--- src/rtl/mux_scan_ctrl_pkg.sv ---
// rtl/mux_scan_ctrl_pkg.sv - shared constants and state encoding for the mux scan controller
// Purpose: channel count, select width and FSM state type used by
//          mux_scan_ctrl and mux_scan_next.
package mux_scan_ctrl_pkg;

  localparam int NCH   = 4;
  localparam int SEL_W = 2;

  typedef enum logic {
    ST_IDLE  = 1'b0,
    ST_DWELL = 1'b1
  } state_t;

endpackage

--- src/rtl/mux_scan_next.sv ---
// rtl/mux_scan_next.sv - round-robin channel search over an enable mask
// Purpose: combinational search shared by the start and advance paths.
// Ports:
//   en    in   enable mask, bit n = channel n
//   cur   in   current channel
//   nxt   out  next enabled channel strictly after cur, wrapping; cur if none other
//   wrap  out  nxt <= cur (sweep wrapped or single channel)
//   first out  lowest enabled channel
module mux_scan_next
  import mux_scan_ctrl_pkg::*;
(
  input  logic [NCH-1:0]   en,
  input  logic [SEL_W-1:0] cur,
  output logic [SEL_W-1:0] nxt,
  output logic             wrap,
  output logic [SEL_W-1:0] first
);

  always_comb begin
    first = '0;
    nxt   = cur;
    // Scan from the far end so the lowest match is assigned last and wins.
    for (int k = NCH - 1; k >= 0; k--) begin
      if (en[k]) first = SEL_W'(k);
    end
    // Offsets 3..1 from cur; the SEL_W-bit sum wraps mod NCH by itself.
    // Offset 0 (cur alone enabled) is covered by the nxt = cur default.
    for (int k = NCH - 1; k >= 1; k--) begin
      if (en[cur + SEL_W'(k)]) nxt = cur + SEL_W'(k);
    end
    wrap = (nxt <= cur);
  end

endmodule

--- src/rtl/mux_scan_ctrl.sv ---
// rtl/mux_scan_ctrl.sv - round-robin select scanner and sampler for a 4:1 mux
// Purpose: steps {s1,s0} over the enabled channels, holds each for a dwell,
//          samples y on the last edge of the window and publishes the result.
// Ports:
//   clk, rst_n             clock, async active-low reset
//   start, stop            scan control (start only in idle, stop at end of dwell)
//   chan_en, dwell         channel mask and per-channel dwell, latched at start
//   y                      mux output being sampled
//   s0, s1                 mux select
//   busy                   scanning
//   sample_valid/_chan/_bit  one-cycle sample strobe with channel and value
//   snapshot               latest sample per channel
//   sweep_done             one-cycle strobe on the last sample of a sweep
module mux_scan_ctrl
  import mux_scan_ctrl_pkg::*;
#(
  parameter int DWELL_W = 4,
  parameter bit ONESHOT = 1'b0
) (
  input  logic               clk,
  input  logic               rst_n,
  input  logic               start,
  input  logic               stop,
  input  logic [NCH-1:0]     chan_en,
  input  logic [DWELL_W-1:0] dwell,
  input  logic               y,
  output logic               s0,
  output logic               s1,
  output logic               busy,
  output logic               sample_valid,
  output logic [SEL_W-1:0]   sample_chan,
  output logic               sample_bit,
  output logic [NCH-1:0]     snapshot,
  output logic               sweep_done
);

  state_t             state, state_nxt;
  logic [SEL_W-1:0]   ptr;
  logic [DWELL_W-1:0] cnt;
  logic [DWELL_W-1:0] dwell_q;
  logic [NCH-1:0]     en_q;
  logic               stop_req;

  logic [NCH-1:0]     srch_en;
  logic [SEL_W-1:0]   srch_nxt;
  logic [SEL_W-1:0]   srch_first;
  logic               srch_wrap;

  logic               start_ok;
  logic               sample_edge;
  logic               finish;

  // In idle the search looks at the live mask (for the start channel);
  // while scanning it walks the latched mask.
  assign srch_en = (state == ST_IDLE) ? chan_en : en_q;

  mux_scan_next u_next (
    .en    (srch_en),
    .cur   (ptr),
    .nxt   (srch_nxt),
    .wrap  (srch_wrap),
    .first (srch_first)
  );

  assign start_ok    = (state == ST_IDLE) && start && (|chan_en);
  assign sample_edge = (state == ST_DWELL) && (cnt == dwell_q - 1'b1);
  assign finish      = sample_edge && (stop_req || (ONESHOT && srch_wrap));

  assign s0 = ptr[0];
  assign s1 = ptr[1];

  always_ff @(posedge clk or negedge rst_n) begin
    if (!rst_n) state <= ST_IDLE;
    else        state <= state_nxt;
  end

  always_comb begin
    state_nxt = state;
    case (state)
      ST_IDLE:  if (start_ok) state_nxt = ST_DWELL;
      ST_DWELL: if (finish)   state_nxt = ST_IDLE;
      default:  state_nxt = ST_IDLE;
    endcase
  end

  always_ff @(posedge clk or negedge rst_n) begin
    if (!rst_n) begin
      ptr          <= '0;
      cnt          <= '0;
      dwell_q      <= '0;
      en_q         <= '0;
      stop_req     <= 1'b0;
      busy         <= 1'b0;
      sample_valid <= 1'b0;
      sample_chan  <= '0;
      sample_bit   <= 1'b0;
      snapshot     <= '0;
      sweep_done   <= 1'b0;
    end else begin
      sample_valid <= 1'b0;
      sweep_done   <= 1'b0;
      case (state)
        ST_IDLE: begin
          if (start_ok) begin
            en_q     <= chan_en;
            dwell_q  <= (dwell == '0) ? DWELL_W'(1) : dwell;
            ptr      <= srch_first;
            cnt      <= '0;
            busy     <= 1'b1;
            stop_req <= 1'b0;
          end
        end
        ST_DWELL: begin
          cnt <= cnt + 1'b1;
          if (stop) stop_req <= 1'b1;
          if (sample_edge) begin
            snapshot[ptr] <= y;
            sample_bit    <= y;
            sample_chan   <= ptr;
            sample_valid  <= 1'b1;
            sweep_done    <= srch_wrap;
            if (finish) begin
              // Leaving the scan: the select stays on the last channel.
              busy     <= 1'b0;
              stop_req <= 1'b0;
            end else begin
              ptr <= srch_nxt;
              cnt <= '0;
            end
          end
        end
        default: ;
      endcase
    end
  end

endmodule
--- config.mk ---
export PLATFORM = sky130hd
export DESIGN_NAME = mux_scan_ctrl
export DESIGN_NICKNAME = d
export VERILOG_FILES = /design/src/rtl/mux_scan_ctrl_pkg.sv /design/src/rtl/mux_scan_next.sv /design/src/rtl/mux_scan_ctrl.sv
export SDC_FILE = /design/constraint.sdc
export NUM_CORES = 1
export LEC_CHECK = 0
export ABC_CLOCK_PERIOD_IN_PS = 3700
export CORE_MARGIN = 4
export CORE_UTILIZATION = 50
export CTS_BUF_LIST = sky130_fd_sc_hd__clkbuf_8
export CTS_CLUSTER_DIAMETER = 40
export DETAILED_ROUTE_END_ITERATION = 10
export GPL_TIMING_DRIVEN = 0
export HOLD_SLACK_MARGIN = 0.1
export PLACE_DENSITY = 0.75
export SETUP_SLACK_MARGIN = 0.05
export SYNTH_ARGS = -nofsm -noshare
export SYNTH_HDL_FRONTEND = slang
export SYNTH_SLANG_ARGS = --single-unit
--- constraint.sdc ---
create_clock -name clk -period 3.7 [get_ports clk]
set_input_delay 0.74 -clock clk [delete_from_list [all_inputs] [get_ports clk]]
set_output_delay 0.74 -clock clk [all_outputs]
set_load 0.005 [all_outputs]
==> results of run 1 <==
-- sequential cells by signal, indices dropped and copies added (netlist names) --
signal / flops
dwell_q: 4
sample_bit: 1
sample_valid: 1
state: 1
sweep_done: 1
snapshot: 4
sample_chan: 2
busy: 1
cnt: 4
ptr: 2
en_q: 4
stop_req: 1
-- routing by layer --
metal / GRT usage / routed length, um / part of all wire / vias up
met5: 0 / 0 / 0 / -
met4: 0.0404 / 34 / 0.011 / 0
met3: 0.0195 / 138 / 0.046 / 5
met2: 0.271 / 1430 / 0.47 / 37
met1: 0.226 / 1420 / 0.47 / 575
li1: - / - / - / 584
-- worst min-delay path by stage --
| stage | start | to | slack (ps) | depth (start not counted) |
|---|---|---|---|---|
| final | sample_chan[0] | sample_chan[0] | 490 | 1 |
| after global routing | snapshot[0] | snapshot[0] | 530 | 1 |
| after CTS | sample_chan[0] | sample_chan[0] | 500 | 1 |
| after detailed placement | sample_chan[0] | sample_chan[0] | 470 | 1 |
| after global placement | sample_chan[1] | sample_chan[1] | 470 | 1 |
| after floorplan | rst_n | busy | 440 | 0 |
-- per-stage QoR --
stage | instances | instance area [um2]
after detailed placement | 201 | 1820
after global placement | 201 | 1820
after floorplan | 146 | 1540
after CTS | 205 | 1890
final | 205 | 1890
after global routing | 205 | 1890
-- layout by cell type, fill, tap and decap left out, types with 3 or more instances in the layout --
cell type,n
and2_1,4
mux2_1,13
mux2i_1,7
nand3_1,6
a32o_1,3
inv_1,10
clkbuf_8,3
o21ai_0,7
nand2_1,10
ha_1,8
a21oi_1,7
nor2_1,4
nor3_1,3
o21ai_1,3
dfrtp_1,26
clkdlybuf4s50_1,24
nor2b_1,3
buf_2,3
xnor2_1,5
xor2_1,3
mux2_2,4
-- critical path: stages (launching register included) --
cell and delay (ps):
dfrtp_1 440, buf_2 260, inv_1 130, ha_1 390, inv_1 140, a2111oi_0 100
or4_1 570, nand2_1 90, nand2_1 60, ha_1 270, a21oi_1 140, nor2b_1 60
-- area by class of cell --
cell class	count	area, um2	share of cell area
plain buffers	6	33.8	0.0179
multi-input cells	104	816	0.432
flip-flops and latches	26	651	0.345
repair buffers	24	240	0.127
inverters	10	37.5	0.0199
clock inverters	1	30.0	0.0159
clock buffers	3	41.3	0.0219
well taps	31	38.8	0.0205
-- power by group through the flow --
stage / registers [mW] / logic [mW] / clock network (mW)
2_1_floorplan: 0.525 / 0.611 / 0
3_3_place_gp: 0.538 / 0.849 / 0
3_5_place_dp: 0.544 / 0.877 / 0
4_1_cts: 0.540 / 0.880 / 0.242
5_1_grt: 0.563 / 0.991 / 0.252
6_report: 0.538 / 0.875 / 0.238
-- cell families (layout without fill, tap and decap cells) --
group,count (synthesis),after routing
buffers and inverters,16,44
AOI/OAI and AO/OA,29,29
DFF,26,26
adders and majority gates,8,8
xor gates and xnor gates,8,8
and+or+nand+nor,35,35
muxes,24,24
==> impl_results.md, run 1 <==
- Worst R2R Path Depth: 11
- Crit path kind: reg2reg
- Crit path capture type: flip-flop
- GR Util All Layers: 0.163
- Worst setup startpoint: ptr[1]
- Post-Synth XOR/XNOR Area: 0.0456
- Vias/cell: 5.86
- Commonest cells post-synth: dfrtp_1 (26), mux2_1 (13), inv_1 (10), nand2_1 (10), ha_1 (8)
- Initial antenna violation count: 0
- Hold_buf cts: 0
- Nets: 196
- Hold Crit Class: reg2reg
- Min Tclk post-route: 2760 ps
- Post-synthesis adder-cell area fraction: 0.0651
- Clock Pin Slew Worst Setup and Hold Paths: 90 ps
- Fin crit share: 0.746
- Max_cap viols: 0
- First-pass GRT wire length: 5.41 mm
- Syn_nets: 167
- Port bufs: 24
- Final Total Pwr: 1.65 mW
- Sw Pwr: 0.617 mW
- R2r setup slk: 940 ps
- Ys async rst share: 1.00
- Max frequency: 0.362 GHz
- Syn avg cell area: 10.5 um2
- Ports: 25
- CP endpoint: sweep_done
- Vias in the first global route: 1,153
- Post-CTS resize count: 0
- Worst-margin pin slew: 1140 ps
- H-tree depth: 1
- Diode count: 0
- Mapped Area: 1540 um2
- P_int: 1.03 mW
- Most common cell in the netlist: dfrtp_1
- Final slew viol count: 0
- Drt wl/cell: 14.7 um
- Leak: 0.822 nW
- DR DRC count: 0
- Synth cell types: 33
- Maximum vdd drop: 0.384 mV
- Ratio of cells with drive above 1 in the final layout: 0.0977
- Crit path max fanout: 10
- GP Congestion: 0.948
- Clock group share of total power: 0.144
- Clock Skew: 3.98 ps
- CP Data Arrival Time: 2930 ps
- Post-CTS setup buffers: 0
- Starting Density: 0.539
- Main combinational cell family by area after synthesis: multiplexers
- Status: complete, no violations
- Seq cells post-synth: 26
- CTS tree: built
- Critical path required time: 3870 ps
- Reg-to-reg endpoint: sweep_done
- Clock root cell: clkbuf_8
- Post-Synth Simple-Gate Area: 0.122
- Area grow syn2layout: 22.8%
- Max Buffers Root-to-Sink: 2
- Final Util: 0.662
- Sum Neg Setup Slack: 0 ps
- Die area: 4030 um2
- Synth Area in Compound Gates: 0.128
- Num CTS Buffers: 3
- Hold_ws: 489 ps
- Drt pass-1 iters: 4
- Combinational Power Share: 0.530
- Drt initial violations: 68
- Syn Inst Count: 146
- Largest net degree at the start of global routing: 27
- Routed vias: 1,201
- Row count: 19
- Final Hold Fails: 0
- Kind of start point of the critical path: flip-flop
- Final worst setup slack: 941 ps
- Clock sink count: 26
- Reg2reg start: ptr[1]
- Die width: 63.5 um
- Main synth FF type: dfrtp_1
- Sequential Power Share: 0.326
- Pre-CTS setup slack: 831 ps
- Routed wire length: 3.02 mm
- Setup violators final: 0
- Mux contribution to synthesized area: 0.170
- GRT overflow: 0
- Yosys top cell by area: dfrtp_1
- Slew HR: 0.235
- RSZ-0062 raised after global routing: no
- Synth top area cells: dfrtp_1 (42%), mux2_1 (9.5%), ha_1 (6.5%)
- Synth Warn #: 0
- Antenna viol nets, final: 0
- Die Y: 63.5 um
- Fillers: 233
- Core Region: 2850 um2
- Seq/Total Area, Yosys: 0.423
- Clk Latency, worst-skew pair: 270 ps
- Final HPWL from detailed placement: 2.30 mm
- Number of synthesized flops with an enable pin: 0
- Post-synth top area share: 0.423
- Power density over the cells: 875 nW/um2
- Net Sw Frac: 0.374
Note: power is estimated with default switching activity, not from simulation.
==> run 2: changes to the inputs <==
--- a/config.mk
+++ b/config.mk
@@ -5,7 +5,7 @@
 export SDC_FILE = /design/constraint.sdc
 export NUM_CORES = 1
 export LEC_CHECK = 0
-export ABC_CLOCK_PERIOD_IN_PS = 3700
+export ABC_CLOCK_PERIOD_IN_PS = 2800
 export CORE_MARGIN = 4
 export CORE_UTILIZATION = 50
 export CTS_BUF_LIST = sky130_fd_sc_hd__clkbuf_8
==> constraint.sdc (replaced) <==
create_clock -name clk -period 2.8 [get_ports clk]
set_input_delay 0.56 -clock clk [delete_from_list [all_inputs] [get_ports clk]]
set_output_delay 0.56 -clock clk [all_outputs]
set_load 0.005 [all_outputs]
==> run 2 against run 1 <==
Effect of this change:
- sequential share of layout area about the same
- highest routed layer unchanged
- non-clock buffer count stayed put
- clock-buffer cell count stayed put
- total power grew 34%
==> impl_results.md, run 2 (same netlist as run 1, synthesis figures left out) <==
- First-pass GRT wire length: 5.40 mm (-0.26%)
- Slew HR: 0.238 (+0.00323)
- Drt wl/cell: 15.2 um (+2.8%)
- Fin area: 1900 um2 (+0.46%)
- Largest net degree at the start of global routing: 27 (unchanged)
- Crit path kind: reg2reg
- Die Y: 63.5 um (unchanged)
- Combinational Power Share: 0.533 (+0.003)
- Core Region: 2850 um2 (unchanged)
- CP delay by family, top: simple AND/OR/NAND/NOR gates
- Drt initial violations: 76 (+12%)
- Setup violators final: 0 (unchanged)
- CTS tree: built
- Kind of start point of the critical path: flip-flop
- Clock Pin Slew Worst Setup and Hold Paths: 90 ps (about the same)
- Area after DPL: 1820 um2 (unchanged)
- GP Congestion: 0.948 (unchanged)
- Final HPWL from detailed placement: 2.30 mm (unchanged)
- Crit path capture type: flip-flop
- Clock sink count: 26 (unchanged)
- Final Hold Fails: 0 (unchanged)
- Max Buffers Root-to-Sink: 2 (unchanged)
- Most frequent cells in the layout: dfrtp_1 (24), clkdlybuf4s50_1 (24), mux2_1 (13), nand2_1 (10), inv_1 (9)
- Clock root cell: clkbuf_8
- Critical path buffer and inverter count: 2 (-1)
- Fin crit share: 0.925 (+0.179)
- Worst-margin pin slew: 1140 ps (-4.83 ps)
- Critical path required time: 2970 ps (-900 ps)
- R2r setup slk: 210 ps (-730 ps)
- Sum Neg Setup Slack: 0 ps (unchanged)
- Status: complete, no violations
- DR DRC count: 0 (unchanged)
- Crit path cell chain: buf_4 -> inv_2 -> ha_2 -> and2_1 -> a2111oi_1 -> or4_1 -> nand2_1 -> nand2_1 -> ha_1 -> a21oi_1 -> nor2b_1
- Reg2reg start: ptr[1]
- Clock group share of total power: 0.143 (about the same)
- Row count: 19 (unchanged)
- Initial antenna violation count: 0 (unchanged)
- Die area: 4030 um2 (unchanged)
- Max frequency: 0.386 GHz (+6.6%)
- Hold Crit Class: reg2reg
- Antenna viol nets, final: 0 (unchanged)
- Vias in the first global route: 1,164 (+0.95%)
- GR Util All Layers: 0.162 (-0.00113)
- P_int: 1.38 mW (+33%)
- Starting Density: 0.539 (unchanged)
- Num CTS Buffers: 3 (unchanged)
- Sequential Power Share: 0.324 (-0.002)
- Clock Skew: 2.43 ps (-1.55 ps)
- Vias/cell: 5.91 (+0.92%)
- Area grow syn2layout: 23.4%
- Clk Latency, worst-skew pair: 270 ps (about the same)
- H-tree depth: 1 (unchanged)
- Sw Pwr: 0.830 mW (+34%)
- Die width: 63.5 um (unchanged)
- Final Total Pwr: 2.21 mW (+34%)
- Routed wire length: 3.11 mm (+2.8%)
- Crit path max fanout: 10 (unchanged)
- CP max stage cell: or4_1
- Min-Delay Startpoint: sample_chan[0]
- Fillers: 233 (unchanged)
- Post-CTS setup buffers: 0 (unchanged)
- Worst setup startpoint: ptr[1]
- Max_cap viols: 0 (unchanged)
- Diode count: 0 (unchanged)
- RSZ-0062 raised after global routing: no
- Nets: 196 (unchanged)
- Port bufs: 24 (unchanged)
- Routed vias: 1,212 (+0.92%)
- Net Sw Frac: 0.376 (+0.00210)
- Ports: 25 (unchanged)
- Leak: 0.818 nW (-0.47%)
- Power density over the cells: 1160 nW/um2 (+33%)
- Cell mode on critical path: nand2_1
- Min Tclk post-route: 2590 ps (-170 ps)
- CP Data Arrival Time: 2760 ps (-170 ps)
- Maximum vdd drop: 0.513 mV (+34%)
- Final Util: 0.665 (+0.00307)
- Slowest Stage Delay on Critical Path: 560 ps (about the same)
- Final slew viol count: 0 (unchanged)
- Drt pass-1 iters: 4 (unchanged)
- GRT overflow: 0 (unchanged)
- Ratio of cells with drive above 1 in the final layout: 0.121 (+0.0230)
==> run 2: power groups by stage <==
stage | logic (mW) | clock network [mW] | registers, mW
floorplan | 0.807 | 0 | 0.694
global placement | 1.12 | 0 | 0.711
detailed placement | 1.16 | 0 | 0.719
CTS | 1.17 | 0.319 | 0.714
global route | 1.33 | 0.332 | 0.747
finish | 1.18 | 0.316 | 0.715
==> run 2: metal layers <==
layer  share of wire  global-route usage
met5               0                   0
met3           0.053              0.0195
met2            0.47               0.274
met4           0.011              0.0404
met1            0.47               0.221
==> run 2: area by class of cell <==
class	instances	area, um2	area share
clock buffers	3	41.3	0.0218
well taps	31	38.8	0.0204
inverters	10	37.5	0.0198
plain buffers	6	36.3	0.0191
flip-flops and latches	26	653	0.344
repair buffers	24	240	0.127
multi-input cells	104	820	0.432
clock inverters	1	30.0	0.0158
==> run 2: stage by stage <==
stage / std cells / hold WS (ps) / setup WS (ps)
floorplan: 146 / 264 / 305
global placement: 201 / 470 / 109
detailed placement: 201 / 474 / 60.0
CTS: 205 / 495 / 99.9
finish: 205 / 490 / 211
global route: 205 / 532 / 77.0
==> run 2: final timing paths <==
check | end | cells after the start
min in group asynchronous | snapshot[2] | 1
hold / removal | sample_chan[0] | 1
hold reg to reg | sample_chan[0] | 1
setup / recovery | sweep_done | 11
setup reg to reg | sweep_done | 11
max in group asynchronous | ptr[1] | 1
==> run 2: what timing repair did <==
item,in CTS,in global routing
gates resized for setup,1,5
endpoints found under the setup margin,1,1
cloned,0,0
hold buffers,0,0
